--- config.mk ---
export PLATFORM = sky130hd
export DESIGN_NAME = multicycle_control
export DESIGN_NICKNAME = d
export VERILOG_FILES = /design/src/rtl/multicycle_control.sv
export SDC_FILE = /design/constraint.sdc
export NUM_CORES = 1
export LEC_CHECK = 0
export CORE_MARGIN = 4
export CORE_UTILIZATION = 35
export CTS_CLUSTER_DIAMETER = 150
export DETAILED_ROUTE_END_ITERATION = 8
export SETUP_SLACK_MARGIN = 0.05
export SLEW_MARGIN = 0
export SYNTH_ARGS = -nofsm -noshare
export SYNTH_HDL_FRONTEND = slang
export SYNTH_SLANG_ARGS = --single-unit
--- constraint.sdc ---
create_clock -name clk -period 1.7 [get_ports clk]
set_input_delay 0.34 -clock clk [delete_from_list [all_inputs] [get_ports clk]]
set_output_delay 0.34 -clock clk [all_outputs]
set_load 0.01 [all_outputs]
--- src/rtl/multicycle_control.sv ---
// multicycle_control
//
// Main control FSM for the multicycle RISC-V datapath. Each instruction is
// sequenced through fetch, decode, execute, memory and write-back cycles.
// The FSM drives the datapath mux selects, the register write enables and the
// 2-bit ALU operation class. It handshakes with one shared instruction/data
// memory port and counts retired instructions.
//
// Ports:
//   clk        system clock, rising edge
//   rst_n      asynchronous active-low reset
//   opcode     IR[6:0], valid from DECODE onward
//   mem_ready  memory completes the current request this cycle
//   alu_cond   branch condition from the ALU, valid in BRANCH
//   mem_req    memory request
//   mem_we     write strobe, qualified by mem_req
//   iord       address select: 0 = PC, 1 = ALUOut
//   ir_write   load IR and oldPC
//   pc_write   load PC
//   pc_src     0 = ALU result, 1 = ALUOut
//   reg_write  register file write
//   wb_sel     00 = ALUOut, 01 = MDR, 10 = PC (link)
//   alu_src_a  00 = PC, 01 = rs1, 10 = zero, 11 = oldPC
//   alu_src_b  00 = rs2, 01 = const 4, 10 = imm
//   alu_op     00 = add, 01 = R-type, 10 = I-type ALU, 11 = branch compare
//   halted     an illegal opcode was decoded
//   instret    retired-instruction count, wraps at 2^INSTRET_W

module multicycle_control #(
  parameter int INSTRET_W = 32
) (
  input  logic                 clk,
  input  logic                 rst_n,
  input  logic [6:0]           opcode,
  input  logic                 mem_ready,
  input  logic                 alu_cond,
  output logic                 mem_req,
  output logic                 mem_we,
  output logic                 iord,
  output logic                 ir_write,
  output logic                 pc_write,
  output logic                 pc_src,
  output logic                 reg_write,
  output logic [1:0]           wb_sel,
  output logic [1:0]           alu_src_a,
  output logic [1:0]           alu_src_b,
  output logic [1:0]           alu_op,
  output logic                 halted,
  output logic [INSTRET_W-1:0] instret
);

  localparam logic [6:0] OP_R      = 7'b0110011;
  localparam logic [6:0] OP_I      = 7'b0010011;
  localparam logic [6:0] OP_LUI    = 7'b0110111;
  localparam logic [6:0] OP_LOAD   = 7'b0000011;
  localparam logic [6:0] OP_STORE  = 7'b0100011;
  localparam logic [6:0] OP_BRANCH = 7'b1100011;
  localparam logic [6:0] OP_JAL    = 7'b1101111;

  typedef enum logic [3:0] {
    RST_IDLE,
    FETCH,
    DECODE,
    EXEC_R,
    EXEC_I,
    EXEC_LUI,
    MEM_ADDR,
    MEM_RD,
    MEM_WR,
    WB_ALU,
    WB_MEM,
    BRANCH,
    JAL,
    HALT
  } state_e;

  state_e                 state_q, state_d;
  logic                   is_store_q, is_store_d;
  logic [INSTRET_W-1:0]   instret_q, instret_d;
  logic                   retire;

  // Next-state logic. The load/store direction is captured in DECODE so that
  // MEM_ADDR does not depend on the IR staying stable for another cycle.
  // retire flags every transition back to FETCH that completes an instruction.
  always_comb begin
    state_d    = state_q;
    is_store_d = is_store_q;
    retire     = 1'b0;
    case (state_q)
      RST_IDLE: state_d = FETCH;
      FETCH: begin
        if (mem_ready) state_d = DECODE;
      end
      DECODE: begin
        is_store_d = (opcode == OP_STORE);
        case (opcode)
          OP_R:               state_d = EXEC_R;
          OP_I:               state_d = EXEC_I;
          OP_LUI:             state_d = EXEC_LUI;
          OP_LOAD, OP_STORE:  state_d = MEM_ADDR;
          OP_BRANCH:          state_d = BRANCH;
          OP_JAL:             state_d = JAL;
          default:            state_d = HALT;
        endcase
      end
      EXEC_R, EXEC_I, EXEC_LUI: state_d = WB_ALU;
      MEM_ADDR: state_d = is_store_q ? MEM_WR : MEM_RD;
      MEM_RD: begin
        if (mem_ready) state_d = WB_MEM;
      end
      MEM_WR: begin
        if (mem_ready) begin
          state_d = FETCH;
          retire  = 1'b1;
        end
      end
      WB_ALU, WB_MEM, BRANCH, JAL: begin
        state_d = FETCH;
        retire  = 1'b1;
      end
      HALT:    state_d = HALT;
      default: state_d = RST_IDLE;
    endcase
  end

  // Retired-instruction counter; natural modulo wrap of the adder.
  always_comb begin
    instret_d = instret_q;
    if (retire) instret_d = instret_q + INSTRET_W'(1);
  end

  // Output decode from the registered state. Only the FETCH strobes depend on
  // mem_ready and the BRANCH pc_write on alu_cond; everything else is Moore.
  always_comb begin
    mem_req   = 1'b0;
    mem_we    = 1'b0;
    iord      = 1'b0;
    ir_write  = 1'b0;
    pc_write  = 1'b0;
    pc_src    = 1'b0;
    reg_write = 1'b0;
    wb_sel    = 2'b00;
    alu_src_a = 2'b00;
    alu_src_b = 2'b00;
    alu_op    = 2'b00;
    halted    = 1'b0;
    case (state_q)
      FETCH: begin
        mem_req   = 1'b1;
        alu_src_b = 2'b01;
        ir_write  = mem_ready;
        pc_write  = mem_ready;
      end
      DECODE: begin
        // Precompute oldPC + imm into ALUOut as the branch/jump target.
        alu_src_a = 2'b11;
        alu_src_b = 2'b10;
      end
      EXEC_R: begin
        alu_src_a = 2'b01;
        alu_src_b = 2'b00;
        alu_op    = 2'b01;
      end
      EXEC_I: begin
        alu_src_a = 2'b01;
        alu_src_b = 2'b10;
        alu_op    = 2'b10;
      end
      EXEC_LUI: begin
        alu_src_a = 2'b10;
        alu_src_b = 2'b10;
      end
      MEM_ADDR: begin
        alu_src_a = 2'b01;
        alu_src_b = 2'b10;
      end
      MEM_RD: begin
        mem_req = 1'b1;
        iord    = 1'b1;
      end
      MEM_WR: begin
        mem_req = 1'b1;
        mem_we  = 1'b1;
        iord    = 1'b1;
      end
      WB_ALU: begin
        reg_write = 1'b1;
      end
      WB_MEM: begin
        reg_write = 1'b1;
        wb_sel    = 2'b01;
      end
      BRANCH: begin
        alu_src_a = 2'b01;
        alu_op    = 2'b11;
        pc_src    = 1'b1;
        pc_write  = alu_cond;
      end
      JAL: begin
        // PC still holds oldPC+4 this cycle, so the link value is written
        // while the PC takes the jump target from ALUOut.
        pc_write  = 1'b1;
        pc_src    = 1'b1;
        reg_write = 1'b1;
        wb_sel    = 2'b10;
      end
      HALT: begin
        halted = 1'b1;
      end
      default: ;
    endcase
  end

  assign instret = instret_q;

  // State, store flag and retire counter; reset abandons any instruction.
  always_ff @(posedge clk or negedge rst_n) begin
    if (!rst_n) begin
      state_q    <= RST_IDLE;
      is_store_q <= 1'b0;
      instret_q  <= '0;
    end else begin
      state_q    <= state_d;
      is_store_q <= is_store_d;
      instret_q  <= instret_d;
    end
  end

endmodule

# After elaboration in Yosys (flattened, before gate mapping)
# Index checks and enable logic that the tools add are counted.
# classes
add_sub_neg	1
eq_ne	23
mux	20
reduce_logical	12
# op_table
cell	n
32-bit by 1-bit adder with 32-bit output (second input constant)	1
4-bit case mux with 8 select lines	1
4-bit equality test (second input constant)	6
4-bit case mux with 6 select lines	1
7-bit by 6-bit equality test with 1-bit output (second input constant)	3
4-bit by 3-bit equality test with 1-bit output (second input constant)	4
4-bit 2-to-1 mux	4
7-bit equality test (second input constant)	2
2-bit case mux with 3 select lines	2
4-bit OR reduction	3
3-bit OR reduction	3
4-bit by 2-bit equality test with 1-bit output (second input constant)	2
1-bit 2-to-1 mux	8
2-bit case mux with 2 select lines	2
7-bit by 2-bit equality test with 1-bit output (second input constant)	1
7-bit by 5-bit equality test with 1-bit output (second input constant)	1
2-bit != test (second input constant)	3
2-bit OR reduction	3
5-bit OR reduction	1
4-bit by 1-bit equality test with 1-bit output (second input constant)	1
4-bit logical NOT	1
1-bit case mux with 3 select lines	1
3-bit AND reduction	1
1-bit case mux with 2 select lines	1
# word_totals
ff_bits	37
in_bits	11
out_inout_bits	48

# Longest topological paths before layout
# Gate-level depths: netlist (run 1).
# logic_depth
ltp_word	4
ltp_mapped	7

# Least setup slack after synthesis (run 1)
# Ideal clock, no wire load.
# synth_path
kind	register to output
from	register state_q[0]
to	output pc_write
arrival_time_ns	1.527
t_required_ns	1.360
slack_ns	-0.167
stages_incl_launch_ff	6
path_buffers	2
path_cell_list	dfrtp_1 > clkbuf_1 > buf_1 > nand3_1 > o22a_1 > o21ai_0
# synth_via
elab_chain_len	2
word_cells_on_any_way	4
classes_between	3 x eq/ne; 1 x mux
# synth_rtl
element	line	text
from (decl)	77	state_e state_q, state_d;
from (signal assigned)	223	state_q <= state_d;
4-bit equality test / 4-bit by 1-bit equality test with 1-bit output (equally long branches)	147	case (state_q)
1-bit case mux with 3 select lines (*)	147	
to (decl)	41	output logic pc_write,
# Every way passes the cells marked *; elsewhere a longest branch is shown, timed or not.

# Worst setup path after layout (run 1)
# layout_path
from	register state_q[0]
to	register instret_q[31], in the netlist instret[31]
# layout_via
elab_chain_len	3
word_cells_on_any_way	7
classes_between	5 x eq/ne; 1 x mux; 1 x reduce/logical
# layout_rtl
element	line	text
4-bit equality test	89	case (state_q)
4-bit OR reduction	-	
1-bit case mux with 2 select lines (*)	89	
to (signal assigned)	225	instret_q <= instret_d;
to (decl)	79	logic [INSTRET_W-1:0] instret_q, instret_d;
# Marked as above.
# A chain may end at the register's enable or synchronous reset.

==> results of run 1 <==
state kept, by name, indices dropped and copies added (netlist names):
| name | count |
|---|---|
| is_store_q | 1 |
| instret | 32 |
| state_q | 4 |
kinds of logic (layout without fill, tap and decap cells):
logic type,Yosys count,in the layout,synth area share [%]
DFF,37,37,41.36
xor gates and xnor gates,33,33,12.91
buffers and inverters,20,140,4.025
adders and majority gates,2,2,1.006
muxes,1,1,0.5030
and+or+nand+nor,109,110,30.69
AOI/OAI and AO/OA,30,30,9.504
worst paths after layout:
path,startpoint,to,slack [ns],cells past startpoint
max,state_q[0],instret[31],-0.11,6
min,rst_n,instret[28],-0.004,1
max reg2reg,state_q[0],instret[31],-0.11,6
min reg2reg,instret[31],instret[31],0.47,1
max in group asynchronous,rst_n,state_q[0],1.18,2
min in group clk,instret[31],instret[31],0.47,1
synthesized netlist by cell type, types with 3 or more instances:
master,n
dfrtp_1,37
nand2_1,21
xnor2_1,18
xor2_1,15
nand3_1,14
nor2_1,14
nand4_1,12
nor4_2,8
and4_1,7
inv_1,7
buf_2,6
nand2b_1,6
nor3_1,5
a21oi_1,4
nor3_2,4
o21ai_0,4
buf_1,3
clkbuf_1,3
o22a_1,3
o22ai_1,3
or4_1,3
area by class of cell:
type	count	area, µm²	share of cell area, %
sequential	37	937.1	25.27
timing repair buffer	125	1086	29.28
inverter	7	28.78	0.7760
multi-input combinational	176	1483	39.98
tap	75	93.84	2.530
clock buffer	8	80.08	2.159
worst reg2reg max path: cells and delay by family, from the launching register on:
family	cells	cell delay (ns)
AND/OR/NAND/NOR	3	0.80
flip-flops	1	0.45
buffers and inverters	2	0.30
XOR/XNOR	1	0.14
layer usage:
metal	wire length [µm]	up-vias	share of wire, %	track usage, %
li1	-	1082	-	-
met1	2953	1082	46	23.67
met2	3108	44	49	26.44
met3	270	6	4.2	3.198
met4	53	0	0.83	3.626
met5	0	-	0	0
what timing repair did:
item	in CTS	in global routing
gates cloned	0	1
pin swaps	9	9
gates resized for setup	125	38
hold buffers	0	0
buffers inserted	11	7
setup endpoints to repair	63	60
metrics by stage:
| stage | cells | hold slack, ns | instance area [µm²] | total power, mW | TNS [ns] |
|---|---|---|---|---|---|
| detailed placement | 402 | 0.3126 | 3247 | 3.006 | -11.42 |
| finish | 428 | -0.003644 | 3709 | 4.151 | -1.906 |
| floorplan | 232 | 0.04441 | 2270 | 2.075 | 0 |
| global route | 428 | 0.02746 | 3709 | 4.422 | -3.502 |
| global placement | 402 | 0.3065 | 3247 | 3.007 | -11.09 |
| CTS | 421 | 0.007949 | 3492 | 3.877 | -1.216 |
power by group through the flow:
stage	Clock (mW)	Combinational, mW	Sequential, mW
floorplan	0	0.916	1.16
detailed placement	0	1.87	1.14
global route	0.649	2.61	1.16
finish	0.585	2.43	1.14
CTS	0.605	2.14	1.13
global placement	0	1.87	1.14
==> results by group, run 1 <==
Outcome
  • Status: finished with violations
  • Failing checks: hold timing, setup timing

Logic synthesis
  • Sequential element share of the synthesized area: 41.36%
  • Top post-synthesis cells by area: dfrtp_1 41%, xnor2_1 7.0%, xor2_1 5.9%
  • Number of synthesized register bits: 37
  • Synth warn: 0
  • Syn avg cell area: 9.648 µm²
  • Mapped Area: 0.002238 mm²
  • Synth async-reset ratio: 100.0%
  • Number of synthesized flops with an enable pin: 0
  • Top_reg_cell synth: dfrtp_1
  • Syn Nets: 244
  • Synthesized instance count: 232
  • Cell taking the most area after synthesis: dfrtp_1
  • Yosys top cell area share: 41.36%
  • Library cells used by synthesis: 49

STA
  • RSZ-0062 raised after global routing: yes
  • Worst slew pin tran: 0.4360 ns
  • Slew headroom: 70.54%
  • Clk_skew: 0.002502 ns
  • Post-layout min period: 1.812 ns
  • Final-report hold violation count: 13
  • Setup ws final: -0.1120 ns
  • Final setup fails: 37
  • Max-slew violations: 0
  • Min Hold Slack: -0.003644 ns
  • Fmax: 0.5519 GHz
  • Final Cycle Share: 106.6%

Finish
  • Fin util: 61.19%
  • Most common cell after layout, fill and taps aside: buf_4
  • Filler Cells Inserted: 520
  • Layout cells sized above 1: 44.19%
  • Most frequent cells in the layout: 49 x buf_4, 28 x dfrtp_1, 23 x clkdlybuf4s50_1
  • Final nets: 364
  • # diodes: 0
  • Area Growth Syn to Fin: 65.68%

Power and ir drop
  • Clock power frac: 14.1%
  • Sw Share: 37.98%
  • Switching Power: 1.576 mW
  • Peak supply drop: 697.4 µV
  • PD cells: 1119 mW/mm²
  • Comb pwr share: 58.4%
  • Reg power frac: 27.5%
  • Lkg Pwr: 1.746 nW
  • Internal power: 2.574 mW

Critical path
  • Buffers & Inverters on Critical Path: 2
  • Max FO, Critical Path: 7
  • Critical Path RT: 1.86 ns
  • Worst path max stage delay: 0.59 ns
  • Delay-heaviest family, CP: simple AND/OR/NAND/NOR gates
  • Cell breakdown of the critical path: buf_4, or4_4, nand4_1, buf_12, nor4_4, xor2_1
  • Startpoint Class: flop
  • CP Class: reg2reg
  • CP arrival: 1.97 ns
  • Setup crit end kind: flop
  • Worst path slowest cell: or4_4

Floorplan
  • Die height: 87.97 µm
  • Core Region: 0.006061 mm²
  • Overall die area: 0.007739 mm²
  • Initial Util: 36.93%
  • Io pins: 59
  • Die extent in x: 87.97 µm
  • Cell Rows: 28

GRT
  • Grt ovf: 0
  • Vias in the first global route: 2148
  • GRT Util Overall: 16.69%
  • Largest net degree at the start of global routing: 20
  • First-pass GRT wire length: 10340 µm
  • Initial antenna violation count: 0

Detailed routing
  • Post-route ant nets: 0
  • Routed WL per cell: 14.92 µm
  • Routed vias/inst: 5.173
  • Drt initial violations: 114
  • Residual DRC: 0
  • Final wirelength: 6386 µm
  • DR pass1 iterations: 4
  • Vias: 2214

Placement
  • Gpl congestion: 0.7926
  • Setup slack at placement: -0.3860 ns
  • Port Buf Inserts: 58
  • Detailed placement HPWL: 4442 µm

Clocking
  • Clk buf depth: 2
  • Worst skew pair latency: 0.28 ns
  • Reg clk slew, reported paths: 0.07 ns
  • CTS tree: yes
  • H-tree depth: 2
  • CTS buffer count: 5
  • Sinks on Clock Net: 37
  • Clock root cell: clkbuf_8

Flow run
  • Maxcap violations: 0

Worst hold path
  • Tightest Hold Check Type: in2async
No activity file was read; power rests on OpenSTA's default activity.
==> run 2, diff against run 1 <==
Settings changed: TNS_END_PERCENT set to 50.
==> results by group, run 2 (synthesis gave the netlist of run 1 again) <==
Finish
  • Layout cells sized above 1: 42.65% (-1.5 points)
  • Post-Layout Cell Count: 422 (-1.4%)
  • Final nets: 358 (-1.6%)
  • Max reg flops: 32 (unchanged)
  • Fin util: 60.26% (-0.93 points)
  • Most common cell after layout, fill and taps aside: buf_4
  • Most frequent cells in the layout: 47 x buf_4, 32 x dfrtp_1, 18 x clkdlybuf4s50_1
  • Filler Cells Inserted: 550 (+5.8%)
  • Area Growth Syn to Fin: 63.16%
  • # diodes: 0 (unchanged)
  • Final instance area: 0.003652 mm² (-1.5%)

STA
  • Max-slew violations: 0 (unchanged)
  • Worst slew pin tran: 0.6390 ns (+0.2030 ns)
  • Min Hold Slack: 0.06549 ns (+0.06913 ns)
  • Setup ws final: -0.1944 ns (-0.08237 ns)
  • RSZ-0062 raised after global routing: yes
  • Fmax: 0.5279 GHz (-4.3%)
  • Final Cycle Share: 111.4% (+4.8 points)
  • Final setup fails: 41 (+11%)
  • Slew headroom: 57.40% (-13 points)
  • Clk_skew: 0.005853 ns (+0.003351 ns)
  • Post-route setup TNS: -5.084 ns (-3.178 ns)
  • Final-report hold violation count: 0 (-13)
  • Post-layout min period: 1.894 ns (+0.08237 ns)

Outcome
  • Failing checks: setup timing
  • Status: finished with violations

Floorplan
  • Die height: 87.97 µm (unchanged)
  • Cell Rows: 28 (unchanged)
  • Core Region: 0.006061 mm² (unchanged)
  • Initial Util: 36.93% (unchanged)
  • Io pins: 59 (unchanged)
  • Die extent in x: 87.97 µm (unchanged)
  • Overall die area: 0.007739 mm² (unchanged)

Critical path
  • Worst path max stage delay: 0.45 ns (-0.14 ns)
  • Cell breakdown of the critical path: buf_4, or2_4, o22ai_4, or2_2, buf_2
  • Startpoint Class: flop
  • Critical Path RT: 1.36 ns (-0.50 ns)
  • Delay-heaviest family, CP: flip-flops
  • Worst path slowest cell: dfrtp_2
  • Setup crit end kind: output pin
  • Max FO, Critical Path: 5 (-2)
  • Buffers & Inverters on Critical Path: 2 (unchanged)
  • CP arrival: 1.55 ns (-0.42 ns)
  • Worst R2R Start: state_q[0]
  • CP startpoint: state_q[0]
  • CP Class: reg2out

Detailed routing
  • DR pass1 iterations: 4 (unchanged)
  • Routed WL per cell: 15.14 µm (+1.5%)
  • Residual DRC: 0 (unchanged)
  • Final wirelength: 6388 µm (about the same)
  • Routed vias/inst: 5.128 (-0.87%)
  • Post-route ant nets: 0 (unchanged)
  • Drt initial violations: 100 (-12%)
  • Vias: 2164 (-2.3%)

Clocking
  • Clk buf depth: 2 (unchanged)
  • Worst skew pair latency: 0.29 ns (about the same)
  • H-tree depth: 2 (unchanged)
  • Clock root cell: clkbuf_8
  • CTS buffer count: 5 (unchanged)
  • Sinks on Clock Net: 37 (unchanged)
  • Reg clk slew, reported paths: 0.08 ns (about the same)
  • CTS Hold Bufs: 0 (unchanged)
  • CTS tree: yes

GRT
  • First-pass GRT wire length: 10040 µm (-2.9%)
  • Vias in the first global route: 2164 (+0.74%)
  • Grt ovf: 0 (unchanged)
  • GRT Util Overall: 16.30% (-0.38 points)
  • Largest net degree at the start of global routing: 30 (+50%)
  • Initial antenna violation count: 0 (unchanged)

Worst hold path
  • Tightest Hold Check Type: in2async

Placement
  • Post-DP Area: 0.003246 mm² (about the same)
  • Detailed placement HPWL: 4408 µm (-0.77%)
  • Gpl congestion: 0.7909 (-0.21%)
  • Inst Count DP: 402 (unchanged)
  • Port Buf Inserts: 58 (unchanged)

Flow run
  • Maxcap violations: 0 (unchanged)

Power and ir drop
  • Lkg Pwr: 1.857 nW (+6.3%)
  • PD cells: 1087 mW/mm² (-2.8%)
  • Peak supply drop: 666.0 µV (-4.5%)
## run 2: cell count changes in the layout (fill, tap and decap cells not counted), sizes merged
cell / previous run / this run
dlymetal6s2s: 4 / 9
clkinv: 0 / 2
buf: 84 / 76
clkdlybuf4s50: 23 / 18
## run 2: path summary, 6_finish.rpt
check / endpoint / slack [ns] / cells after the start
setup reg to reg: instret[1] / -0.19 / 5
max in group asynchronous: instret[22] / 1.10 / 2
setup / recovery: mem_req / -0.19 / 5
hold / removal: instret[31] / 0.07 / 1
hold reg to reg: instret[31] / 0.47 / 1
min in group clk: instret[31] / 0.47 / 1
## run 2: repair_timing
| item | 4_1_cts | 5_1_grt |
|---|---|---|
| pin swaps | 20 | 9 |
| gates resized for setup | 107 | 46 |
| buffers inserted | 3 | 7 |
| gates cloned | 1 | 1 |
| endpoints found under the setup margin | 61 | 62 |
## run 2: final cells by class
type	count	area (µm²)	share of cell area (%)
clock buffer	6	72.57	1.987
timing repair buffer	119	1020	27.92
inverter	7	26.28	0.7194
multi-input combinational	176	1498	41.01
clock inverter	2	10.01	0.2741
sequential	37	932.1	25.52
tap	75	93.84	2.569
## run 2: power breakdown
group	total [mW]	switching (mW)	internal [mW]	leakage (nW)
Combinational	2.24	1.10	1.14	1.33
Clock	0.594	0.310	0.284	0.0450
Sequential	1.13	0.130	1.00	0.483
Total	3.97	1.54	2.43	1.86
## run 2: layer usage
metal / wire length [µm] / track usage [%] / share of wire (%)
met2: 3128 / 26.51 / 49
met5: 0 / 0 / 0
met1: 2963 / 22.66 / 46
met4: 86 / 4.184 / 1.3
met3: 209 / 2.540 / 3.3
## run 2: metrics by stage
step,power [mW],worst slack (ns)
after detailed placement,3.007,-0.3776
after floorplan,2.072,0.04133
after global placement,3.014,-0.3615
after CTS,3.719,-0.1951
final,3.971,-0.1944
after global routing,4.229,-0.2383
==> run 3, diff against run 2 <==
--- a/config.mk
+++ b/config.mk
@@ -6,4 +6,6 @@
 export NUM_CORES = 1
 export LEC_CHECK = 0
+export CAP_MARGIN = 0
+export CORE_ASPECT_RATIO = 1.75
 export CORE_MARGIN = 4
 export CORE_UTILIZATION = 35
==> constraint.sdc (replaced) <==
create_clock -name clk -period 1.7 [get_ports clk]
set_input_delay 0.34 -clock clk [delete_from_list [all_inputs] [get_ports clk]]
set_output_delay 0.34 -clock clk [all_outputs]
set_load 0.02 [all_outputs]
==> results by group, run 3 (synthesis gave the netlist of run 1 again) <==
Outcome
  • Failing checks: setup timing
  • Status: finished with violations

Finish
  • Most common cell after layout, fill and taps aside: buf_4
  • Layout cells sized above 1: 46.84% (+4.2 points)
  • Final nets: 359 (+0.28%)
  • Max reg flops: 32 (unchanged)
  • Post-Layout Cell Count: 428 (+1.4%)
  • Area Growth Syn to Fin: 68.08%
  • # diodes: 0 (unchanged)
  • Most frequent cells in the layout: 52 x buf_4, 30 x dlygate4sd2_1, 25 x buf_6

Floorplan
  • Io pins: 59 (unchanged)
  • Cell Rows: 38 (+36%)
  • Initial Util: 35.94% (-0.99 points)
  • Core Region: 0.006228 mm² (+2.8%)
  • Overall die area: 0.007789 mm² (+0.65%)
  • Die extent in x: 68.45 µm (-22%)
  • Die height: 113.8 µm (+29%)

Power and ir drop
  • Lkg Pwr: 1.808 nW (-2.7%)
  • PD cells: 1177 mW/mm² (+8.2%)
  • Peak supply drop: 1000 µV (+50%)

STA
  • Min Hold Slack: 0.1022 ns (+0.03672 ns)
  • Post-layout min period: 1.819 ns (-0.07576 ns)
  • Final setup fails: 40 (-2.4%)
  • Setup ws final: -0.1187 ns (+0.07576 ns)
  • Max-slew violations: 0 (unchanged)
  • RSZ-0062 raised after global routing: yes
  • Final Cycle Share: 107.0% (-4.5 points)
  • Slew headroom: 66.33% (+8.9 points)
  • Final-report hold violation count: 0 (unchanged)
  • Fmax: 0.5499 GHz (+4.2%)
  • Worst slew pin tran: 0.4982 ns (-0.1408 ns)
  • Clk_skew: 0.003030 ns (-0.002824 ns)

Detailed routing
  • Routed WL per cell: 16.43 µm (+8.6%)
  • Final wirelength: 7034 µm (+10%)
  • Routed vias/inst: 5.292 (+3.2%)
  • Post-route ant nets: 0 (unchanged)
  • Drt initial violations: 101 (+1.0%)
  • Vias: 2265 (+4.7%)
  • DR pass1 iterations: 4 (unchanged)
  • Residual DRC: 0 (unchanged)

Critical path
  • Setup crit end kind: flop
  • CP arrival: 1.99 ns (+0.44 ns)
  • Critical Path RT: 1.87 ns (+0.51 ns)
  • Worst path most repeated cell: buf_6
  • Worst path slowest cell: or4_4
  • Max FO, Critical Path: 7 (+2)
  • Worst path max stage delay: 0.60 ns (+0.15 ns)
  • Cell breakdown of the critical path: buf_6, or4_4, nand4_1, buf_6, nor2_1, xor2_1
  • Startpoint Class: flop
  • CP Class: reg2reg

Clocking
  • CTS buffer count: 5 (unchanged)
  • H-tree depth: 2 (unchanged)
  • Reg clk slew, reported paths: 0.08 ns (about the same)
  • CTS Hold Bufs: 0 (unchanged)
  • Clock root cell: clkbuf_8
  • Worst skew pair latency: 0.28 ns (about the same)
  • Clk buf depth: 2 (unchanged)
  • Sinks on Clock Net: 37 (unchanged)
  • CTS tree: yes

Placement
  • Detailed placement HPWL: 4961 µm (+13%)
  • Port Buf Inserts: 58 (unchanged)
  • Inst Count DP: 410 (+2.0%)
  • Gpl congestion: 0.8349 (+5.6%)

GRT
  • Vias in the first global route: 2407 (+11%)
  • GRT Util Overall: 19.10% (+2.8 points)
  • Grt ovf: 0 (unchanged)
  • Initial antenna violation count: 0 (unchanged)
  • First-pass GRT wire length: 11580 µm (+15%)
  • Largest net degree at the start of global routing: 38 (+27%)

Worst hold path
  • Tightest Hold Check Type: in2async

Flow run
  • Maxcap violations: 0 (unchanged)
-- run 3: cell types whose count changed in the layout (fill, tap and decap cells not counted), sizes merged --
| cell | delta |
|---|---|
| buf | +2 |
| clkbuf | -1 |
| clkdlybuf4s50 | -9 |
| dlygate4sd2 | +16 |
| dlymetal6s2s | -7 |
-- run 3: cell type report --
| cell class | count | area (µm²) |
|---|---|---|
| Multi-Input combinational cell | 176 | 1551 |
| Timing Repair Buffer | 120 | 1060 |
| Sequential cell | 37 | 942.2 |
| Tap cell | 80 | 100.1 |
| Clock buffer | 6 | 72.57 |
| Clock inverter | 2 | 10.01 |
| Fill cell | 552 | 2466 |
| Inverter | 7 | 26.28 |
-- run 3: power by group --
part / switching (mW) / internal [mW] / leakage [nW]
combinational: 1.36 / 1.31 / 1.29
sequential: 0.154 / 1.01 / 0.471
clock: 0.316 / 0.285 / 0.0450
-- run 3: final timing paths --
kind | start | to | slack (ns) | cells after the start
max | state_q[1] | instret[21] | -0.12 | 6
min | rst_n | instret[16] | 0.10 | 2
max reg2reg | state_q[1] | instret[21] | -0.12 | 6
min reg2reg | instret[31] | instret[31] | 0.47 | 1
max in group asynchronous | rst_n | state_q[2] | 1.23 | 2
min in group clk | instret[31] | instret[31] | 0.47 | 1
-- run 3: stage by stage --
step | setup WS, ns | power (mW) | instance area [µm²] | util (%) | setup TNS [ns]
CTS | -0.09971 | 4.220 | 3596 | 57.73 | -1.820
floorplan | -0.02287 | 2.287 | 2303 | - | -0.03613
global route | -0.1702 | 4.688 | 3762 | 60.41 | -3.898
global placement | -0.3998 | 3.298 | 3303 | 53.03 | -15.99
finish | -0.1187 | 4.426 | 3762 | 60.41 | -1.890
detailed placement | -0.4205 | 3.309 | 3303 | 53.03 | -16.60
-- run 3: what timing repair did --
item,in CTS,in global routing
gates cloned,1,0
resized for setup,165,34
pin swaps,27,20
setup buffers,6,3
endpoints found under the setup margin,78,53
-- run 3: per-layer routing --
metal	vias up	part of all wire (%)	GRT usage, %
met5	-	0	0
met4	0	1.1	4.250
met3	7	3.9	2.463
met2	65	60	37.65
met1	1124	35	20.11
li1	1069	-	-
-- run 3: worst max-delay path, delay by kind of cell, from the launching register on --
kind	cells	cell delay (ns)
xor+xnor	1	0.14
flops	1	0.45
simple gates	3	0.81
buf+inv	2	0.31
